<file path="src/rtl/qbert_pkg.sv">
// qbert_pkg: shared types and register bit positions for the jump command path
package qbert_pkg;
  typedef enum logic [1:0] {UR, UL, DR, DL} jump_dir_t;
  typedef enum logic [1:0] {PRIME, IDLE, COOLDOWN} state_t;
  localparam int JUMP_SEQ = 7;
  localparam int JUMP_CMD = 2;
  localparam int JUMP_DIR = 0;
  localparam int STATUS_EN = 1;
  localparam int STATUS_FLUSH = 0;
  localparam int TOPIC_OVF = 7;
  localparam int TOPIC_CNT = 4;
  localparam int TOPIC_VALID = 3;
  localparam int TOPIC_DROP = 0;
endpackage

</file>
<file path="src/rtl/jump_fifo.sv">
// jump_fifo: registered FIFO with valid/ready head, flush wins over push and pop
module jump_fifo #(
  parameter int DEPTH = 4,
  parameter int WIDTH = 2,
  localparam int AW = $clog2(DEPTH),
  localparam int CW = $clog2(DEPTH + 1)
) (
  input  logic             clk,
  input  logic             rst_n,
  input  logic             push,
  input  logic [WIDTH-1:0] data_in,
  input  logic             ready,
  input  logic             flush,
  output logic             valid,
  output logic [WIDTH-1:0] data_out,
  output logic [CW-1:0]    count,
  output logic             full
);
  logic [WIDTH-1:0] mem [DEPTH];
  logic [AW-1:0] wr, rd;
  logic pop, wr_en;
  assign valid = count != '0;
  assign full = count == CW'(DEPTH);
  assign data_out = mem[rd];
  assign pop = valid & ready & ~flush;
  // a full FIFO still accepts when the head leaves in the same cycle
  assign wr_en = push & ~flush & (~full | pop);
  always_ff @(posedge clk or negedge rst_n)
    if (!rst_n) begin
      for (int i = 0; i < DEPTH; i++) mem[i] <= '0;
      wr <= '0;
      rd <= '0;
      count <= '0;
    end else if (flush) begin
      wr <= '0;
      rd <= '0;
      count <= '0;
    end else begin
      if (wr_en) mem[wr] <= data_in;
      wr <= wr + AW'(wr_en);
      rd <= rd + AW'(pop);
      count <= count + CW'(wr_en) - CW'(pop);
    end
endmodule

</file>
<file path="src/rtl/jump_cmd_queue.sv">
// jump_cmd_queue: detects toggled jump commands from the SPI registers, rate-limits
// them with a cooldown, and queues directions for the game logic.
module jump_cmd_queue
  import qbert_pkg::*;
#(
  parameter int DEPTH = 4,
  parameter int COOLDOWN_CYC = 16
) (
  input  logic       theClock,
  input  logic       theReset,
  input  logic [7:0] Data_Jump,
  input  logic [7:0] Data_Status,
  output logic       jump_valid,
  output logic [1:0] jump_dir,
  input  logic       jump_ready,
  output logic [7:0] Data_ToPic
);
  localparam logic [7:0] CD_INIT = 8'(COOLDOWN_CYC - 1);
  state_t state, state_nx;
  jump_dir_t push_dir;
  logic last_seq, flush_q, overflow, detect, flush, pop, take, push, drop, full, unused_bits;
  logic [7:0] cd, topic_nx;
  logic [2:0] drops, count;
  assign unused_bits = ^{Data_Jump[6:3], Data_Status[7:2]};
  assign push_dir = jump_dir_t'(Data_Jump[JUMP_DIR+:2]);
  assign detect = Data_Status[STATUS_EN] & Data_Jump[JUMP_CMD] & (Data_Jump[JUMP_SEQ] != last_seq);
  assign flush = Data_Status[STATUS_FLUSH] & ~flush_q;
  assign pop = jump_valid & jump_ready;
  always_ff @(posedge theClock or negedge theReset)
    if (!theReset) state <= PRIME;
    else state <= state_nx;
  always_comb
    state_nx = ((!flush && state == IDLE && detect) || (!flush && state == COOLDOWN && cd != '0)) ? COOLDOWN : IDLE;
  always_comb begin
    take = !flush && state == IDLE && detect;
    push = take && (!full || pop);
    drop = take && full && !pop;
  end
  always_comb begin
    topic_nx = '0;
    topic_nx[TOPIC_OVF] = overflow;
    topic_nx[TOPIC_CNT+:3] = count;
    topic_nx[TOPIC_VALID] = jump_valid;
    topic_nx[TOPIC_DROP+:3] = drops;
  end
  always_ff @(posedge theClock or negedge theReset)
    if (!theReset) begin
      last_seq <= 1'b0;
      flush_q <= 1'b0;
      cd <= '0;
      overflow <= 1'b0;
      drops <= '0;
      Data_ToPic <= '0;
    end else begin
      last_seq <= Data_Jump[JUMP_SEQ];
      flush_q <= Data_Status[STATUS_FLUSH];
      cd <= take ? CD_INIT : (state == COOLDOWN && cd != '0) ? cd - 8'd1 : '0;
      overflow <= flush ? 1'b0 : overflow | drop;
      drops <= flush ? '0 : (drop && drops != 3'd7) ? drops + 3'd1 : drops;
      Data_ToPic <= topic_nx;
    end
  jump_fifo #(.DEPTH(DEPTH), .WIDTH(2)) u_fifo (
    .clk(theClock),
    .rst_n(theReset),
    .push(push),
    .data_in(push_dir),
    .ready(jump_ready),
    .flush(flush),
    .valid(jump_valid),
    .data_out(jump_dir),
    .count(count),
    .full(full)
  );
endmodule

</file>
<file path="config.mk">
export PLATFORM = sky130hd
export DESIGN_NAME = jump_cmd_queue
export DESIGN_NICKNAME = d
export VERILOG_FILES = /design/src/rtl/qbert_pkg.sv /design/src/rtl/jump_fifo.sv /design/src/rtl/jump_cmd_queue.sv
export SDC_FILE = /design/constraint.sdc
export NUM_CORES = 1
export LEC_CHECK = 0
export BUFFER_PORTS_ARGS = -buffer_cell sky130_fd_sc_hd__buf_2
export CORE_MARGIN = 1.5
export CORE_UTILIZATION = 54
export DETAILED_ROUTE_END_ITERATION = 8
export PLACE_DENSITY = 0.76
export SYNTH_ARGS = -nofsm -noshare
export SYNTH_HDL_FRONTEND = slang
export SYNTH_SLANG_ARGS = --single-unit
</file>
<file path="constraint.sdc">
create_clock -name theClock -period 2.7 [get_ports theClock]
set_input_delay 0.405 -clock theClock [delete_from_list [all_inputs] [get_ports theClock]]
set_output_delay 0.405 -clock theClock [all_outputs]
set_load 0.03 [all_outputs]
</file>
# --- Word level (Yosys, flattened, before mapping) ---
# Index checks and enable logic that the tools add are counted.
totals:
  input_bits: 19
  word_cells: 76
  output_inout_bits: 11
  reg_bits: 39
op_classes:
  magnitude_cmp: 3
  n_addsub: 6
  reduce_logical: 19
  n_eq_ne: 5
  muxes: 15
  bitwise: 14
op_table:
  columns: ["op", "count"]
  rows:
  - ["two-way mux 8 bit", 2]
  - ["two-way mux 2 bit", 6]
  - ["logical AND 1 bit", 10]
  - ["two-way mux 3 bit", 3]
  - ["bitwise mux 8 bit", 1]
  - ["nonzero test 8 bit", 1]
  - ["subtractor 8 x 1 -> 8 bit (second input constant)", 1]
  - ["AND 1 bit", 7]
  - [">= comparator 3 bit (second input constant)", 2]
  - ["NOT 2 -> 3 bit", 2]
  - ["adder 2 x 1 -> 2 bit", 2]
  - ["binary-select mux 2 bit (select 2 bit)", 1]
  - ["demux 2 bit (select 2 bit)", 1]
  - ["adder 3 x 1 -> 3 bit", 1]
  - ["adder 3 x 1 -> 3 bit (second input constant)", 1]
  - ["equality test 3 bit (second input constant)", 1]
  - ["zero test 1 bit", 3]
  - ["< comparator 3 x 1 -> 1 bit (second input constant)", 1]
  - ["!= test 3 bit (second input constant)", 1]
  - ["NOT 1 bit", 3]
  - ["nonzero test 3 bit", 1]
  - ["subtractor 3 x 1 -> 3 bit", 1]
  - ["equality test 2 x 1 -> 1 bit (second input constant)", 1]
  - ["equality test 2 bit (second input constant)", 1]
  - ["other kinds (6)", 8]

# --- Depth between registers and ports, before layout ---
# Gate-level depths: netlist of run 1.
depth:
  word_depth: 11
  mapped_depth: 10
  mapped_depth_nobuf: 10

# --- Cells and area by module ---
# A second synthesis of run 1 with hierarchy kept.
unflattened:
  cells_unflattened: 142
  hier_area_um2: 1773.0
modules_own_cells:
  columns: ["module", "seq_area_each_um2", "cells_per_inst", "area_per_inst_um2", "instances"]
  rows:
  - ["jump_cmd_queue", 600.6, 84, 1007.2, 1]
  - ["jump_fifo", 375.4, 58, 765.7, 1]

# --- Least setup slack after synthesis of run 1 ---
# No wires, ideal clock.
synth_path:
  path_type: "reg2reg"
  start: "register u_fifo.count[1]"
  end: "register u_fifo.count[2]"
  required_ns: 2.568
  path_stages_with_launch: 11
  t_arrival_ns: 2.347
  period_less_slack_ns: 2.478
  path_slack_ns: 0.222
  setup_time_ns: 0.132
  n_path_buf: 0
  path_cell_list: "dfrtp_1 > or3_1 > and3_1 > ha_1 > inv_1 > ha_1 > inv_1 > fa_1 > xor2_1 > xnor2_1 > nor2_1"
synth_between:
  elab_chain_cells: 9
  elab_cells_between_ends: 14
  classes_between: "add/sub (2); eq/ne (1); mux (1); bitwise (6); reduce/logical (4)"
synth_rtl:
  columns: ["item", "line", "source"]
  rows:
  - ["start, declared", "jump_fifo.sv:16", "output logic [CW-1:0] count,"]
  - ["start signal, assigned", "jump_fifo.sv:42", "count <= count + CW'(wr_en) - CW'(pop);"]
  - ["nonzero test 3 bit *", "jump_fifo.sv:22", "assign valid = count != '0;"]
  - ["net jump_valid", "jump_cmd_queue.sv:13", "output logic jump_valid,"]
  - ["AND 1 bit *", "jump_fifo.sv:25, jump_cmd_queue.sv:28", null]
  - ["logical OR 1 bit", "jump_cmd_queue.sv:36", "push = take && (!full || pop);"]
  - ["logical AND 1 bit", "jump_cmd_queue.sv:36", null]
  - ["AND 1 bit (2 in series)", "jump_fifo.sv:27", "assign wr_en = push & ~flush & (~full | pop);"]
  - ["adder 3 x 1 -> 3 bit", "jump_fifo.sv:42", null]
  - ["subtractor 3 x 1 -> 3 bit *", "jump_fifo.sv:42", null]
  - ["two-way mux 3 bit *", "jump_fifo.sv:34", "end else if (flush) begin"]
# The timed path passes the listed nets; every way through them passes the cells marked *.
# A chain may end at the register's enable or synchronous reset.

# --- Worst setup path after layout of run 1 ---
layout_path:
  start: "register u_fifo.count[1]"
  end: "register u_fifo.count[2]"
layout_between:
  elab_chain_cells: 9
  elab_cells_between_ends: 14
  classes_between: "add/sub (2); eq/ne (1); mux (1); bitwise (6); reduce/logical (4)"
layout_rtl:
  columns: ["item", "line"]
  rows:
  - ["equality test 3 bit / nonzero test 3 bit (equally long branches)", "jump_fifo.sv:23, jump_fifo.sv:22"]
  - ["zero test 1 bit / AND 1 bit (equally long branches)", "jump_cmd_queue.sv:36, jump_fifo.sv:25, jump_cmd_queue.sv:28"]
  - ["logical OR 1 bit", "jump_cmd_queue.sv:36"]
  - ["logical AND 1 bit", "jump_cmd_queue.sv:36"]
  - ["AND 1 bit (2 in series)", "jump_fifo.sv:27"]
  - ["adder 3 x 1 -> 3 bit", "jump_fifo.sv:42"]
  - ["subtractor 3 x 1 -> 3 bit *", "jump_fifo.sv:42"]
  - ["two-way mux 3 bit *", "jump_fifo.sv:34"]
# Every way passes the cells marked *; elsewhere a longest branch is shown, timed or not.

==> run_results.csv, run 1 <==
group,metric,value,unit
timing,finalClockSkew,0.00206,ns
logic_synthesis,synth.top_cell.area_share,0.574,
pwr,power.density,814,nW/µm²
finish,areaGrowthSynthToFinish,11.8,%
floorplan,rows,20,
pwr,intPower,0.00101,W
detailed_routing,via_count,1040,
timing,setup_viol,0,
logic_synthesis,ys_seq_area_frac,0.574,
detailed_routing,avgViaCountPerCell,5.07,
logic_synthesis,ys_top_cells_by_count,"dfrtp_1 (39), nor2_1 (15), ha_1 (8), mux2_2 (8)",
critical_path,cp.arrival,2.66,ns
timing,tightest_slew,0.831,ns
timing,fin_setup_tns,0,ns
floorplan,start_util,0.561,
finish,fill_cells,244,
clock_tree,postCtsSetupBuffers,0,
logic_synthesis,ys.flop_type,"dfrtp_1",
timing,slew_violations,0,
global_routing,grt_pass1_wl,4760,µm
status,status,"completed",
floorplan,die_w,59.1,µm
clock_tree,htree_levels,2,
timing,period_share,0.896,
finish,fin_nets,188,
logic_synthesis,synth_adder_area_share,0.0707,
critical_path,start_kind,"register",
global_routing,antenna_found_initial,0,
place,dp_hpwl,2050,µm
global_routing,grt_pass1_vias,1080,
global_routing,grt_usage,0.189,
logic_synthesis,synth-edff-count,0,
timing,hold_violations,0,
critical_path,r2r_slack,0.28,ns
logic_synthesis,ys_types,32,
pwr,comb_power_share,0.318,
critical_path,reg2regPathDepth,10,
min_path,hold_class,"input pin to async pin",
finish,register_area,976,µm²
detailed_routing,drtIter0Drc,51,
detailed_routing,drtPass1Iterations,4,
pwr,power_switching,0.000539,W
floorplan,die_area,3490,µm²
clock_tree,cts_buffer_depth,2,
logic_synthesis,synth.most_common_cell,"dfrtp_1",
logic_synthesis,synth_simple_gate_area_share,0.149,
pwr,p_clk_frac,0.180,
pwr,p_seq_frac,0.502,
floorplan,io-pin-count,30,
critical_path,crit_type,"register to register",
timing,period_minus_slack,2.42,ns
clock_tree,cts_resized,0,
floorplan,die_y,59.1,µm
logic_synthesis,synth_largest_area_cell,"dfrtp_1",
logic_synthesis,synth_compound_area_frac,0.0376,
pwr,switching_share,0.348,
detailed_routing,routedWlPerCell,13.4,µm
clock_tree,cts_tree,"done",
run,cap_violations,0,
detailed_routing,routed_wl,2740,µm
clock_tree,cts_made_buffers,5,
finish,layout-drive-gt1-share,0.248,
finish,diodes,0,
critical_path,r2r-start,"u_fifo.count[1]",
clock_tree,ctsHoldBuffers,0,
place,port_buffers,19,
pwr,peakVddDrop,0.557,mV
clock_tree,clock_latency,0.34,ns
logic_synthesis,avgSynthCellArea,12.7,µm²
clock_tree,root_buffer,"clkbuf_4",
detailed_routing,drc,0,
finish,multi_input_area,682,µm²
logic_synthesis,ys_ff_latch,39,
logic_synthesis,synth_nets,162,
logic_synthesis,ys_warn_count,0,
clock_tree,clkSinkCount,39,
logic_synthesis,ys_async_sr_fraction,1.00,
floorplan,coreArea,3030,µm²
logic_synthesis,synth_cells,134,
detailed_routing,postRouteAntennaNets,0,
pwr,fin_total_pwr,0.00155,W
global_routing,grt_max_degree,40,
logic_synthesis,syn_area,1700,µm²
logic_synthesis,synth_xor_area_frac,0.0412,
timing,grt_setup_unrepaired,"no",
timing,max_freq,413,MHz
critical_path,end_kind,"register",
logic_synthesis,synthMuxAreaShare,0.103,
logic_synthesis,synth_area_leaders,"dfrtp_1 (57%), ha_1 (5.9%), mux2_2 (5.3%)",
timing,maxSlewHeadroom,0.446,
clock_tree,clk_pin_slew,0.11,ns
global_routing,grt-ovfl-total,0,
logic_synthesis,synth_top_family_by_area,"simple AND/OR/NAND/NOR gates",
critical_path,cp.required,2.94,ns
pwr,power.leakage,0.922,nW
place,routabilityCongestion,0.760,
critical_path,r2r-end,"u_fifo.count[2]",
critical_path,crit_path_max_fanout,5,
## stage by stage
step | area (µm²) | setup slack (ns) | utilization | hold WS, ns | instances
finish | 1900 | 0.280 | 0.627 | 0.157 | 205
detailed placement | 1850 | 0.270 | 0.611 | 0.376 | 197
global route | 1900 | 0.145 | 0.627 | 0.180 | 205
global placement | 1850 | 0.350 | 0.611 | 0.378 | 197
CTS | 1900 | 0.253 | 0.627 | 0.180 | 205
floorplan | 1700 | 0.222 | - | 0.109 | 134
## cell type report
type,count,share of cell area
sequential,39,0.514
inverter,7,0.0138
clock buffer,7,0.0237
tap,44,0.0290
clock inverter,1,0.00264
multi-input combinational,86,0.359
timing repair buffer,21,0.0580
## logic make-up after synthesis
| group | after synthesis |
|---|---|
| compound gates | 11 |
| simple gates | 44 |
| fa+ha+maj | 9 |
| buf+inv | 9 |
| flops | 39 |
| xor+xnor | 8 |
| mux | 14 |
## layout by cell type, fill, tap and decap left out, drive strengths merged, types with 3 or more instances in the layout
master   n
nand4b   3
nand2    4
mux2     8
o21ai    5
mux2i    4
nor2    15
nor3     3
xnor2    7
a21oi    3
and2     4
inv      7
buf     21
clkbuf   7
nand3    3
dfrtp   39
ha       8
## worst max path at each step
stage	startpoint	end	slack, ns	depth (start not counted)
finish	u_fifo.count[1]	u_fifo.count[2]	0.28	10
global route	u_fifo.count[1]	u_fifo.count[2]	0.14	10
CTS	u_fifo.count[1]	u_fifo.count[2]	0.25	10
detailed placement	u_fifo.count[1]	u_fifo.count[2]	0.27	10
global placement	u_fifo.count[1]	u_fifo.count[2]	0.35	10
floorplan	u_fifo.count[1]	u_fifo.count[2]	0.22	10
## registers in the layout, indices dropped and copies added, names as in the netlist
signal        cells
overflow          1
flush_q           1
u_fifo.wr         2
u_fifo.mem        8
last_seq          1
state             2
u_fifo.rd         2
cd                8
drops             3
u_fifo.count      3
Data_ToPic        8
## per-layer routing
metal | track usage | vias up | wire length [µm]
li1 | - | 514 | -
met1 | 0.228 | 499 | 1220
met2 | 0.321 | 19 | 1370
met3 | 0.0459 | 8 | 102
met4 | 0.0877 | 0 | 46
met5 | 0 | - | 0
## critical path, stage by stage, from the launching register on
cell	delay, ns
dfrtp_1	0.46
or3_1	0.41
and3_1	0.21
ha_1	0.28
inv_1	0.06
ha_1	0.13
inv_1	0.05
fa_1	0.37
xor2_1	0.17
xnor2_1	0.13
nor2_1	0.05
## power by group through the flow
stage | Combinational, W | Sequential (W) | Clock [W]
floorplan | 0.000322 | 0.000827 | 0
global placement | 0.000477 | 0.000779 | 0
finish | 0.000491 | 0.000776 | 0.000279
CTS | 0.000500 | 0.000777 | 0.000289
detailed placement | 0.000497 | 0.000788 | 0
global route | 0.000542 | 0.000791 | 0.000308
Note: power is estimated with default switching activity, not from simulation.
==> inputs of run 2 (changes only) <==
--- a/config.mk
+++ b/config.mk
@@ -10,6 +10,7 @@
 export CORE_UTILIZATION = 54
 export DETAILED_ROUTE_END_ITERATION = 8
 export PLACE_DENSITY = 0.76
+export REMOVE_ABC_BUFFERS = 1
 export SYNTH_ARGS = -nofsm -noshare
 export SYNTH_HDL_FRONTEND = slang
 export SYNTH_SLANG_ARGS = --single-unit
==> run 2 against run 1 <==
Compared with the run above:
- core utilization rose by 1.2 points
- non-clock buffer count unchanged
- via count up 3.2%
- count of clock-buffer cells in the layout decreased by 1
- critical path depth unchanged
- critical endpoint unchanged
- largest cell class unchanged
==> run_results.csv, run 2 (same netlist as run 1, synthesis figures left out) <==
group,metric,value,unit
clock_tree,root_buffer,"clkbuf_4",
finish,stdcell_count,205,
place,placedCellCount,197,
place,dp_hpwl,1990,µm
timing,slew_violations,0,
detailed_routing,routedWlPerCell,13.3,µm
timing,period_minus_slack,2.46,ns
global_routing,grt_pass1_vias,1079,
timing,setup_viol,0,
critical_path,r2r-start,"u_fifo.count[1]",
detailed_routing,postRouteAntennaNets,0,
clock_tree,cts_tree,"done",
timing,grt_setup_unrepaired,"no",
pwr,peakVddDrop,0.510,mV
critical_path,crit_path_max_fanout,5,
place,port_buffers,19,
critical_path,start_kind,"register",
floorplan,start_util,0.561,
run,cap_violations,0,
clock_tree,postCtsSetupBuffers,0,
finish,top_regs,"Data_ToPic x8, cd x8, u_fifo.mem x8",
finish,areaGrowthSynthToFinish,13.9,%
global_routing,antenna_found_initial,0,
min_path,hold_class,"input pin to async pin",
clock_tree,clkSinkCount,39,
clock_tree,htree_levels,2,
clock_tree,cts_resized,0,
detailed_routing,drc,0,
critical_path,r2r_slack,0.24,ns
critical_path,cp.required,2.94,ns
critical_path,r2r-end,"u_fifo.count[2]",
floorplan,coreArea,3030,µm²
timing,period_share,0.911,
floorplan,die_area,3490,µm²
clock_tree,cts_made_buffers,5,
clock_tree,clock_latency,0.34,ns
floorplan,die_w,59.1,µm
finish,fin_nets,188,
clock_tree,cts_buffer_depth,2,
status,status,"completed",
clock_tree,ctsHoldBuffers,0,
finish,multi_input_area,682,µm²
finish,diodes,0,
detailed_routing,routed_wl,2730,µm
pwr,power.density,865,nW/µm²
place,routabilityCongestion,0.731,
global_routing,grt-ovfl-total,0,
floorplan,io-pin-count,30,
critical_path,reg2regPathDepth,10,
pwr,power.leakage,0.942,nW
detailed_routing,drtIter0Drc,44,
finish,final_common_cell,"dfrtp_1",
critical_path,cp.arrival,2.70,ns
clock_tree,clk_pin_slew,0.11,ns
global_routing,grt_max_degree,40,
finish,register_area,976,µm²
global_routing,grt_usage,0.189,
finish,fill_cells,244,
detailed_routing,drtPass1Iterations,4,
timing,hold_violations,0,
timing,max_freq,407,MHz
timing,tightest_slew,0.825,ns
timing,maxSlewHeadroom,0.450,
critical_path,crit_type,"register to register",
timing,fin_setup_tns,0,ns
finish,layout-drive-gt1-share,0.261,
timing,finalClockSkew,0.00282,ns
floorplan,rows,20,
floorplan,die_y,59.1,µm
detailed_routing,avgViaCountPerCell,5.23,
finish,mostFrequentLayoutCells,"dfrtp_1 (39), buf_2 (19), nor2_1 (15), mux2_2 (8), ha_1 (8)",
detailed_routing,via_count,1073,
critical_path,end_kind,"register",
global_routing,grt_pass1_wl,4860,µm
[run 2: changes by cell type in the layout (fill, tap and decap cells not counted), sizes merged]
cell    change
clkbuf      -1
bufinv      +1
[run 2: worst max-delay path by stage]
stage,endpoint,startpoint
6_report,u_fifo.count[2],u_fifo.count[1]
5_1_grt,u_fifo.count[2],u_fifo.count[1]
4_1_cts,u_fifo.count[2],u_fifo.count[1]
3_5_place_dp,u_fifo.count[2],u_fifo.count[1]
3_3_place_gp,u_fifo.count[2],u_fifo.count[1]
2_1_floorplan,u_fifo.count[2],u_fifo.count[1]
[run 2: metrics by stage]
stage	total power [W]	utilization	worst slack, ns	area (µm²)	hold WS (ns)
detailed placement	0.00129	0.611	0.260	1850	0.389
floorplan	0.00114	-	0.213	1680	0.109
CTS	0.00169	0.639	0.233	1940	0.174
global placement	0.00126	0.611	0.338	1850	0.383
global route	0.00178	0.639	0.0493	1940	0.159
finish	0.00167	0.639	0.241	1940	0.146
[run 2: power by group]
group	leakage, nW	internal, W	switching (W)
clock network	0.0482	0.000219	0.000189
registers	0.513	0.000695	0.0000823
logic	0.380	0.000209	0.000281
total	0.942	0.00112	0.000552
[run 2: final cells by class]
cell class,count,area share
flip-flops and latches,39,0.504
multi-input cells,86,0.352
repair buffers,21,0.0569
well taps,44,0.0284
clock buffers,6,0.0265
clock inverters,2,0.0181
inverters,7,0.0136
[run 2: worst max-delay path, cell delays in order (launching register included)]
cell,delay [ns]
dfrtp_1,0.47
or3_1,0.41
and3_1,0.21
ha_1,0.27
inv_1,0.06
ha_1,0.13
inv_1,0.05
fa_1,0.37
xor2_1,0.19
xnor2_1,0.15
nor2_1,0.06
[run 2: routing by layer]
metal	part of all wire	vias to the layer above	GRT usage
li1	-	515	-
met1	0.44	537	0.245
met2	0.50	17	0.290
met3	0.039	4	0.0677
met4	0.015	0	0.0779
met5	0	-	0
